<file path="config.mk">
export PLATFORM = sky130hd
export DESIGN_NAME = vid_frame_sequencer
export DESIGN_NICKNAME = d
export VERILOG_FILES = /design/src/rtl/pkg_vid_seq.sv /design/src/rtl/vid_line_counter.sv /design/src/rtl/vid_frame_sequencer.sv
export SDC_FILE = /design/constraint.sdc
export NUM_CORES = 1
export LEC_CHECK = 0
export BUFFER_PORTS_ARGS = -buffer_cell sky130_fd_sc_hd__buf_2
export CAP_MARGIN = 20
export CORE_MARGIN = 4
export CORE_UTILIZATION = 55
export CTS_BUF_LIST = sky130_fd_sc_hd__clkbuf_8
export DETAILED_ROUTE_END_ITERATION = 8
export PLACE_DENSITY = 0.77
export SLEW_MARGIN = 20
export SYNTH_ARGS = -nofsm -noshare
export SYNTH_HDL_FRONTEND = slang
export SYNTH_HIERARCHICAL = 1
export SYNTH_SLANG_ARGS = --single-unit
export TNS_END_PERCENT = 50
</file>
<file path="constraint.sdc">
create_clock -name clk -period 10 [get_ports clk]
set_input_delay 0.5 -clock clk [delete_from_list [all_inputs] [get_ports clk]]
set_output_delay 0.5 -clock clk [all_outputs]
set_load 0.005 [all_outputs]
</file>
<file path="src/rtl/pkg_vid_seq.sv">
// Shared types and widths for the video frame sequencer.
// The configuration record is sized by the package widths used as the top-level defaults.
package pkg_vid_seq;

  localparam int SEQ_DATA_WIDTH = 8;
  localparam int SEQ_H_WIDTH    = 12;
  localparam int SEQ_V_WIDTH    = 12;

  typedef enum logic [2:0] {
    IDLE = 3'd0,
    VBP  = 3'd1,
    ACT  = 3'd2,
    VFP  = 3'd3,
    DONE = 3'd4
  } e_seq_state;

  typedef struct packed {
    logic [SEQ_H_WIDTH-1:0] hbp;
    logic [SEQ_H_WIDTH-1:0] hact;
    logic [SEQ_H_WIDTH-1:0] hfp;
    logic [SEQ_V_WIDTH-1:0] vbp;
    logic [SEQ_V_WIDTH-1:0] vact;
    logic [SEQ_V_WIDTH-1:0] vfp;
  } st_vid_cfg;

  function automatic logic in_frame(input e_seq_state s);
    return s inside {VBP, ACT, VFP};
  endfunction

endpackage

</file>
<file path="src/rtl/vid_line_counter.sv">
// Horizontal/vertical position counters for one frame, with end-of-line and end-of-frame strobes.
// The *_nxt outputs expose the next-cycle position so the top can register sync outputs without extra lag.
module vid_line_counter #(
  parameter int HC_W = 14,
  parameter int VC_W = 14
) (
  input  logic            clk,
  input  logic            rstn,
  input  logic            clr_i,
  input  logic            run_i,
  input  logic [HC_W-1:0] line_len_i,
  input  logic [VC_W-1:0] frame_lines_i,
  output logic [HC_W-1:0] hcnt_o,
  output logic [VC_W-1:0] vcnt_o,
  output logic [HC_W-1:0] hcnt_nxt_o,
  output logic [VC_W-1:0] vcnt_nxt_o,
  output logic            eol_o,
  output logic            eof_o
);

  logic [HC_W-1:0] hcnt_q, hcnt_d;
  logic [VC_W-1:0] vcnt_q, vcnt_d;

  assign eol_o = run_i && (hcnt_q == line_len_i - HC_W'(1));
  assign eof_o = eol_o && (vcnt_q == frame_lines_i - VC_W'(1));

  // NOTE: every signal assigned in always_comb gets a default first; a missing branch would infer a latch.
  always_comb begin
    hcnt_d = hcnt_q;
    vcnt_d = vcnt_q;
    if (clr_i) begin
      hcnt_d = '0;
      vcnt_d = '0;
    end else if (run_i) begin
      if (eol_o) begin
        hcnt_d = '0;
        vcnt_d = eof_o ? '0 : vcnt_q + VC_W'(1);
      end else begin
        hcnt_d = hcnt_q + HC_W'(1);
      end
    end
  end

  // NOTE: sequential state uses non-blocking assignments so every register samples pre-edge values.
  always_ff @(posedge clk or negedge rstn) begin
    if (!rstn) begin
      hcnt_q <= '0;
      vcnt_q <= '0;
    end else begin
      hcnt_q <= hcnt_d;
      vcnt_q <= vcnt_d;
    end
  end

  assign hcnt_o     = hcnt_q;
  assign vcnt_o     = vcnt_q;
  assign hcnt_nxt_o = hcnt_d;
  assign vcnt_nxt_o = vcnt_d;

endmodule

</file>
<file path="src/rtl/vid_frame_sequencer.sv">
// Frame timing controller: sequences one frame of vs/hs/de per start, pulling pixels via valid/ready.
// Holds the FSM, the config latch and the registered output stage.
module vid_frame_sequencer
  import pkg_vid_seq::*;
#(
  parameter int DATA_WIDTH = SEQ_DATA_WIDTH,
  parameter int H_WIDTH    = SEQ_H_WIDTH,
  parameter int V_WIDTH    = SEQ_V_WIDTH
) (
  input  logic                  clk,
  input  logic                  rstn,
  input  logic                  i_start,
  input  logic                  i_abort,
  input  logic [H_WIDTH-1:0]    i_hbp,
  input  logic [H_WIDTH-1:0]    i_hact,
  input  logic [H_WIDTH-1:0]    i_hfp,
  input  logic [V_WIDTH-1:0]    i_vbp,
  input  logic [V_WIDTH-1:0]    i_vact,
  input  logic [V_WIDTH-1:0]    i_vfp,
  input  logic                  i_pix_valid,
  input  logic [DATA_WIDTH-1:0] i_pix_r,
  input  logic [DATA_WIDTH-1:0] i_pix_g,
  input  logic [DATA_WIDTH-1:0] i_pix_b,
  output logic                  o_pix_ready,
  output logic                  o_vs,
  output logic                  o_hs,
  output logic                  o_de,
  output logic [DATA_WIDTH-1:0] o_r,
  output logic [DATA_WIDTH-1:0] o_g,
  output logic [DATA_WIDTH-1:0] o_b,
  output logic                  o_busy,
  output logic                  o_frame_done,
  output logic                  o_cfg_err,
  output logic                  o_underflow
);

  // A three-term size sum needs two extra bits to be overflow-free.
  localparam int HS_W = H_WIDTH + 2;
  localparam int VS_W = V_WIDTH + 2;

  e_seq_state state_q, state_d;
  st_vid_cfg  cfg_q;

  logic [HS_W-1:0] line_len, pix_lo, pix_hi, hcnt, hcnt_nxt;
  logic [VS_W-1:0] frame_lines, act_end, vcnt, vcnt_nxt, vcnt_inc;
  logic            eol, eof;
  logic            start_req, start_ok, cfg_bad, abort_hit;
  logic            pix_ready, pix_take;

  logic                  vs_q, hs_q, de_q, busy_q, done_q, cfg_err_q, underflow_q;
  logic [DATA_WIDTH-1:0] r_q, g_q, b_q;

  assign line_len    = HS_W'(cfg_q.hbp) + HS_W'(cfg_q.hact) + HS_W'(cfg_q.hfp);
  assign pix_lo      = HS_W'(cfg_q.hbp);
  assign pix_hi      = HS_W'(cfg_q.hbp) + HS_W'(cfg_q.hact);
  assign frame_lines = VS_W'(cfg_q.vbp) + VS_W'(cfg_q.vact) + VS_W'(cfg_q.vfp);
  assign act_end     = VS_W'(cfg_q.vbp) + VS_W'(cfg_q.vact);
  assign vcnt_inc    = vcnt + VS_W'(1);

  vid_line_counter #(
    .HC_W (HS_W),
    .VC_W (VS_W)
  ) u_line_counter (
    .clk           (clk),
    .rstn          (rstn),
    .clr_i         (!in_frame(state_d)),
    .run_i         (in_frame(state_q)),
    .line_len_i    (line_len),
    .frame_lines_i (frame_lines),
    .hcnt_o        (hcnt),
    .vcnt_o        (vcnt),
    .hcnt_nxt_o    (hcnt_nxt),
    .vcnt_nxt_o    (vcnt_nxt),
    .eol_o         (eol),
    .eof_o         (eof)
  );

  // Abort outranks start, so a simultaneous pair in IDLE drops the start.
  assign start_req = (state_q == IDLE) && i_start && !i_abort;
  assign cfg_bad   = (i_hact == '0) || (i_vact == '0);
  assign start_ok  = start_req && !cfg_bad;
  assign abort_hit = i_abort && (state_q != IDLE);

  always_comb begin
    state_d = state_q;
    unique case (state_q)
      IDLE: if (start_ok) state_d = (i_vbp != '0) ? VBP : ACT;
      VBP:  if (eol && vcnt_inc == VS_W'(cfg_q.vbp)) state_d = ACT;
      ACT: begin
        if (eof)                              state_d = DONE;
        else if (eol && vcnt_inc == act_end)  state_d = VFP;
      end
      VFP:  if (eof) state_d = DONE;
      DONE: state_d = IDLE;
      default: state_d = IDLE;
    endcase
    if (abort_hit) state_d = IDLE;
  end

  assign pix_ready = (state_q == ACT) && (hcnt >= pix_lo) && (hcnt < pix_hi);
  assign pix_take  = pix_ready && i_pix_valid && !abort_hit;

  always_ff @(posedge clk or negedge rstn) begin
    if (!rstn) begin
      state_q <= IDLE;
      cfg_q   <= '0;
    end else begin
      state_q <= state_d;
      if (start_ok) begin
        cfg_q.hbp  <= i_hbp;
        cfg_q.hact <= i_hact;
        cfg_q.hfp  <= i_hfp;
        cfg_q.vbp  <= i_vbp;
        cfg_q.vact <= i_vact;
        cfg_q.vfp  <= i_vfp;
      end
    end
  end

  // Sync outputs come from the next-cycle position so they line up with o_busy;
  // o_de and pixel data follow the handshake one cycle behind it.
  always_ff @(posedge clk or negedge rstn) begin
    if (!rstn) begin
      vs_q        <= 1'b0;
      hs_q        <= 1'b0;
      de_q        <= 1'b0;
      r_q         <= '0;
      g_q         <= '0;
      b_q         <= '0;
      busy_q      <= 1'b0;
      done_q      <= 1'b0;
      cfg_err_q   <= 1'b0;
      underflow_q <= 1'b0;
    end else begin
      vs_q      <= in_frame(state_d) && (vcnt_nxt == '0);
      hs_q      <= in_frame(state_d) && (hcnt_nxt == '0);
      de_q      <= pix_ready && !abort_hit;
      r_q       <= pix_take ? i_pix_r : '0;
      g_q       <= pix_take ? i_pix_g : '0;
      b_q       <= pix_take ? i_pix_b : '0;
      busy_q    <= (state_d != IDLE);
      done_q    <= (state_d == DONE);
      cfg_err_q <= start_req && cfg_bad;
      if (start_ok)                       underflow_q <= 1'b0;
      else if (pix_ready && !i_pix_valid) underflow_q <= 1'b1;
    end
  end

  assign o_pix_ready  = pix_ready;
  assign o_vs         = vs_q;
  assign o_hs         = hs_q;
  assign o_de         = de_q;
  assign o_r          = r_q;
  assign o_g          = g_q;
  assign o_b          = b_q;
  assign o_busy       = busy_q;
  assign o_frame_done = done_q;
  assign o_cfg_err    = cfg_err_q;
  assign o_underflow  = underflow_q;

endmodule

</file>
* Yosys cells after proc, flatten, opt, wreduce, memory -nomap -nowiden
Cells that the tools add are included.
** Word-level totals
- Word-level logic and storage cells :: 93
- Output and inout bits :: 32
- Flip-flop bits (word level) :: 134
** Operators by class
- $add $sub $neg :: 8
- Order comparisons :: 2
- Equality and inequality tests :: 11
- Muxes and demuxes :: 20
- Reduce and logical (&&, ||, !) cells :: 33
** Operators with widths (count)
- 2-to-1 mux 14 bit :: 7
- adder 14 x 1 -> 14 bit (second input constant) :: 2
- adder 14 x 12 -> 14 bit :: 2
- == test 14 bit :: 2
- zero test 14 bit :: 2
- subtractor 14 x 1 -> 14 bit (second input constant) :: 2
- adder 12 x 12 -> 13 bit :: 2
- zero test 12 bit :: 2
- 2-to-1 mux 8 bit :: 3
- 2-to-1 mux 3 bit :: 6
- logical AND 1 bit :: 17
- == test 14 x 12 -> 1 bit :: 1
- == test 14 x 13 -> 1 bit :: 1
- >= comparator 14 x 12 -> 1 bit :: 1
- less-than comparator 14 x 13 -> 1 bit :: 1
- == test 3 x 2 -> 1 bit (second input constant) :: 4
- one-hot mux 3 bit (4 select lines) :: 1
- nonzero test 12 bit :: 1
- nonzero test 3 bit :: 4
- == test 3 x 1 -> 1 bit (second input constant) :: 2
- zero test 1 bit :: 4
- == test 3 bit (second input constant) :: 1
- zero test 3 bit :: 1
- 2-to-1 mux 1 bit :: 2
- other kinds (3) :: 3

* Logic depth before layout (Yosys ltp)
- Word-level depth :: 15
- Depth in mapped cells :: 36

* Hierarchy
The synthesis kept the hierarchy.
** Modules (own cells, without submodules)
- vid_frame_sequencer :: area each 7427.1 µm², cells an instance 731, times used 1
- vid_line_counter :: area each 2507.4 µm², cells an instance 309, times used 1

* Worst setup path before layout
Ideal clock, no wire load.
- Path type :: reg-to-reg
- Start :: reg cfg_q[60] in the netlist's numbering
- End :: reg vs_q (netlist: o_vs)
- Stages on the path, launching flop included :: 34
- Clock period less this slack :: 6.668 ns
- Data arrival time :: 6.596 ns
- Path slack :: 3.332 ns
- Required time :: 9.928 ns
- Library setup time :: 0.072 ns
- Cell sequence :: dfrtp_1 ha_1 fa_1 a21o_1 a21oi_1 o21bai_1 a21oi_1 o21bai_1 a21oi_1 xnor2_1 ha_1 nand3_1 o31ai_1 nor2_1 xnor2_1 or4_4 nor4_1 a21boi_0 a31oi_1 or4_4 clkbuf_1 clkbuf_1 nor2_1 nor2_1 mux2i_1 o21ai_0 nand2_1 buf_1 a41oi_1 a22o_1 o2bb2ai_1 nor4_1 nand4_1 nor2_1
** Between the ends
- Elaborated cells on any way between the ends :: 24
** RTL lines
- start: declaration :: RTL line vid_frame_sequencer.sv:42 : st_vid_cfg cfg_q;
- adder 12 x 12 -> 13 bit (*) :: RTL line vid_frame_sequencer.sv:53 : assign line_len = HS_W'(cfg_q.hbp) + HS_W'(cfg_q.hact) + HS_W'(cfg_q.hfp);
- adder 14 x 12 -> 14 bit (*) :: RTL line vid_frame_sequencer.sv:53
- via line_len[9] :: RTL line vid_frame_sequencer.sv:44 : logic [HS_W-1:0] line_len, pix_lo, pix_hi, hcnt, hcnt_nxt;
- subtractor 14 x 1 -> 14 bit (*) :: RTL line vid_line_counter.sv:24 : assign eol_o = run_i && (hcnt_q == line_len_i - HC_W'(1));
- == test 14 bit (*) :: RTL line vid_line_counter.sv:24
- logical AND 1 bit (*) :: RTL line vid_line_counter.sv:24
- logical AND 1 bit (*) :: RTL line vid_line_counter.sv:25 : assign eof_o = eol_o && (vcnt_q == frame_lines_i - VC_W'(1));
- via eof :: RTL line vid_frame_sequencer.sv:46 : logic eol, eof;
- 2-to-1 mux 3 bit (on tied branches) :: RTL line vid_frame_sequencer.sv:93, vid_frame_sequencer.sv:90
- one-hot mux 3 bit (4 select lines) :: RTL line vid_frame_sequencer.sv:86 : unique case (state_q)
- 2-to-1 mux 3 bit :: RTL line vid_frame_sequencer.sv:97 : if (abort_hit) state_d = IDLE;
- == test 3 x 1 -> 1 bit or == test 3 x 2 -> 1 bit (tied branches) :: RTL line pkg_vid_seq.sv:27 : return s inside {VBP, ACT, VFP};
- nonzero test 3 bit :: RTL line pkg_vid_seq.sv:27
- 2-to-1 mux 14 bit (*) :: RTL line vid_line_counter.sv:31 : if (clr_i) begin
- via vcnt_nxt[11] :: RTL line vid_frame_sequencer.sv:45 : logic [VS_W-1:0] frame_lines, act_end, vcnt, vcnt_nxt, vcnt_inc;
- zero test 14 bit (*) :: RTL line vid_frame_sequencer.sv:135 : vs_q <= in_frame(state_d) && (vcnt_nxt == '0);
- logical AND 1 bit (*) :: RTL line vid_frame_sequencer.sv:135
- end signal: assignment :: RTL line vid_frame_sequencer.sv:135
- end: declaration :: RTL line vid_frame_sequencer.sv:50 : logic vs_q, hs_q, de_q, busy_q, done_q, cfg_err_q, underflow_q;
Mark *: on every way through the listed nets, which the timed path passes. The rest lies on a longest branch.
A chain may end at the register's enable or synchronous reset.

* Final worst setup path
- Start :: reg cfg_q[24] in the netlist's numbering
- End :: reg hs_q (netlist: o_hs)
** Between the ends
- Cells in the longest elaborated chain, start to end :: 13
- Elaborated cells on any way between the ends :: 22
** Ends and longest elaborated chain
- adder 12 x 12 -> 13 bit (*) :: RTL line vid_frame_sequencer.sv:56 : assign frame_lines = VS_W'(cfg_q.vbp) + VS_W'(cfg_q.vact) + VS_W'(cfg_q.vfp);
- adder 14 x 12 -> 14 bit (*) :: RTL line vid_frame_sequencer.sv:56
- via frame_lines[10] :: RTL line vid_frame_sequencer.sv:45
- subtractor 14 x 1 -> 14 bit (*) :: RTL line vid_line_counter.sv:25
- == test 14 bit (*) :: RTL line vid_line_counter.sv:25
- logical AND 1 bit (*) :: RTL line vid_line_counter.sv:25
- via eof :: RTL line vid_frame_sequencer.sv:46
- 2-to-1 mux 3 bit (on tied branches) :: RTL line vid_frame_sequencer.sv:93, vid_frame_sequencer.sv:90
- one-hot mux 3 bit (4 select lines) (*) :: RTL line vid_frame_sequencer.sv:86
- 2-to-1 mux 3 bit (*) :: RTL line vid_frame_sequencer.sv:97
- == test 3 x 1 -> 1 bit or == test 3 x 2 -> 1 bit (tied branches) :: RTL line pkg_vid_seq.sv:27
- nonzero test 3 bit (*) :: RTL line pkg_vid_seq.sv:27
- 2-to-1 mux 14 bit (*) :: RTL line vid_line_counter.sv:31
- via hcnt_nxt[3] :: RTL line vid_frame_sequencer.sv:44
- zero test 14 bit (*) :: RTL line vid_frame_sequencer.sv:136 : hs_q <= in_frame(state_d) && (hcnt_nxt == '0);
- logical AND 1 bit (*) :: RTL line vid_frame_sequencer.sv:136
- end signal: assignment :: RTL line vid_frame_sequencer.sv:136
- end: declaration :: RTL line vid_frame_sequencer.sv:50
Marks and branches as above.

==> flow_metrics.py <==
metrics = {
    "cts": {
        "postCtsSetupRepairBufs": 0,
        "cts_buffers": 17,
        "cts_max_path_buffers": 2,
        "cts.clk_slew.worst_paths_ns": 0.10,
        "tritoncts": "done",
        "clock_latency_ns": 0.48,
        "cts-root-buf": "clkbuf_8",
        "cts_resized": 0,
        "htree_levels": 4,
        "clkSinkCount": 134,
        "ctsHoldBuffers": 0,
    },
    "floorplan": {
        "num_io_pins": 133,
        "core_region_area_um2": 17500,
        "die_width_um": 142,
        "dieArea_um2": 20300,
        "initial_utilization_pct": 56.8,
        "chipHeight_um": 142,
        "num_rows": 48,
    },
    "drt": {
        "drtPass1Iterations": 5,
        "routed_wl_mm": 25.4,
        "vias": 8374,
        "wl_per_cell_um": 18.2,
        "drt_iter0_markers": 663,
        "ant_nets": 0,
        "via_per_inst": 6.02,
        "drc": 0,
    },
    "finish": {
        "n_antenna_cell": 0,
        "drive_gt1_share_pct": 23.0,
        "fin_cells": 1391,
        "postLayoutCellArea_um2": 11200,
        "syn2layout_area_growth_pct": 12.6,
        "nNetsFinal": 1335,
    },
    "sta": {
        "worstMarginPinSlew_ns": 0.967,
        "hold_viol": 0,
        "rsz0062_at_grt": "no",
        "period_minus_slack_ns": 7.36,
        "finClkSkew_ns": 0.0253,
        "fin_tns_setup_ns": 0,
        "fmax_ghz": 0.136,
        "setup_ws_ns": 2.64,
        "period_share_pct": 73.6,
        "setup_viol": 0,
        "maxSlewViolCount": 0,
        "slew-limit-headroom_pct": 35.5,
    },
    "logic_synthesis": {
        "async_flop_share_pct": 100,
        "synth-seq-cells": 134,
        "syn-num-nets": 1222,
        "ys_warn_count": 6,
        "ys.flop_type": "dfrtp_1",
        "yosysMostFrequentCell": "dfrtp_1",
        "synth_top_area_share_pct": 33.8,
        "synth_edf_count": 0,
        "synth.avg_cell_area_um2": 9.55,
        "synth_top_area_cell": "dfrtp_1",
        "netlist_area_um2": 9930,
        "syn_inst": 1040,
        "yosysSeqAreaShare_pct": 33.8,
        "synth_area_leaders": "dfrtp_1 (34%), ha_1 (9.7%), mux2_2 (8.3%), xnor2_1 (5.9%), xor2_1 (4.7%)",
        "ys_types": 84,
        "yosys-top-cells-count": "dfrtp_1 (134), ha_1 (77), mux2_2 (73)",
    },
    "setup_path": {
        "crit_fanout": 13,
        "worst_setup_path_start_kind": "flip-flop",
        "crit_path_max_incr_delay_ns": 0.57,
        "ff2ff_path_depth": 28,
        "reg2reg_to": "o_hs",
        "cp.depth": 28,
        "critPathKind": "reg2reg",
        "cp-end-kind": "flip-flop",
        "crit_family": "simple AND/OR/NAND/NOR gates",
        "crit_required_ns": 10.40,
        "crit_arrival_ns": 7.75,
        "cp_slowest_cell": "nor4_1",
        "path_buf_inv": 2,
        "timing.rr.start": "cfg_q[24]",
        "ff2ff_setup_slack_ns": 2.64,
    },
    "grt": {
        "grt_max_degree": 85,
        "gr-total-overflow": 0,
        "grt.total_usage_pct": 25.8,
        "grt_first_pass_wirelength_mm": 42.1,
        "grt_pass1_vias": 8293,
        "antenna_found_initial": 0,
    },
    "flow_run": {
        "maxCapViolations": 0,
    },
    "status": {
        "status": "complete, no violations",
    },
    "min_path": {
        "min_path_type": "in2async",
    },
    "placement": {
        "io_buffers": 132,
        "dp_cells": 1359,
        "placed_area_um2": 10800,
        "dpl_worst_slack_ns": 2.84,
        "routabilityCongestion": 0.959,
        "dp_hpwl_mm": 19.1,
    },
}
==> sequential cells by signal, summed over array words and instances, names as in the netlist <==
register               cells
cfg_q                     72
o_r                        8
o_cfg_err                  1
o_frame_done               1
u_line_counter/vcnt_o     14
o_underflow                1
u_line_counter/hcnt_o     14
o_busy                     1
o_g                        8
o_b                        8
o_hs                       1
o_vs                       1
o_de                       1
state_q                    3
==> worst reg2reg max path, delay by kind of cell (launching register included) <==
family                     cells  cell delay, ns
and+or+nand+nor               13            3.45
AOI/OAI and AO/OA              6            1.28
adders and majority gates      3            0.98
xor gates and xnor gates       3            0.79
DFF                            1            0.40
buffers and inverters          2            0.29
muxes                          1            0.12
==> layout by cell type, fill, tap and decap left out, types with 7 or more instances in the layout <==
cell type and n:
nand2_1 67, mux2_2 73, o21bai_1 8, nand2b_1 14, nand4b_1 7, nor2_1 62, a21o_1 16, nor3b_1 7
ha_1 77, nor3_1 19, nor4_1 50, xor2_1 53, nand3b_1 10, a31oi_1 11, o21a_1 8, buf_2 131
o211ai_1 8, nor2b_1 13, inv_1 48, nand4_1 19, o21ai_1 16, a21oi_1 48, clkbuf_8 17, xnor2_1 67
nand3_1 37, o21ai_0 15, dfrtp_1 134
==> stage by stage <==
stage	hold WS (ns)	utilization, %
2_1_floorplan	0.204	-
3_3_place_gp	0.465	61.5
3_5_place_dp	0.488	61.5
4_1_cts	0.0926	64.0
5_1_grt	0.122	64.0
6_report	0.0720	64.0
==> cells by family after synthesis <==
family | Yosys count | synth area share [%]
flops | 134 | 33.8
fa+ha+maj | 81 | 10.5
xor+xnor | 123 | 11.2
buf+inv | 92 | 3.60
mux | 77 | 8.73
compound gates | 183 | 12.4
simple gates | 350 | 19.8
==> layout make-up <==
cell class / count / area (um2)
fillers: 1410 / 6290
multi-input cells: 814 / 6230
flip-flops and latches: 134 / 3350
repair buffers: 137 / 704
well taps: 225 / 282
clock buffers: 17 / 234
clock inverters: 15 / 204
inverters: 49 / 184
==> how the worst max path moves through the flow <==
| stage | startpoint | end |
|---|---|---|
| floorplan | cfg_q[60] | o_vs |
| global placement | cfg_q[61] | o_hs |
| detailed placement | cfg_q[24] | o_hs |
| CTS | cfg_q[60] | o_hs |
| global route | cfg_q[24] | o_hs |
| finish | cfg_q[24] | o_hs |
==> metal layers <==
layer | track usage (%) | part of all wire, % | vias to the layer above
li1 | - | - | 4026
met1 | 35.7 | 45 | 4005
met2 | 40.6 | 46 | 298
met3 | 6.42 | 7.1 | 45
met4 | 7.35 | 2.0 | 0
met5 | 0 | 0 | -
Power is not shown: default switching activity piles up to over one toggle a cycle in this logic, so the estimate is an artifact.
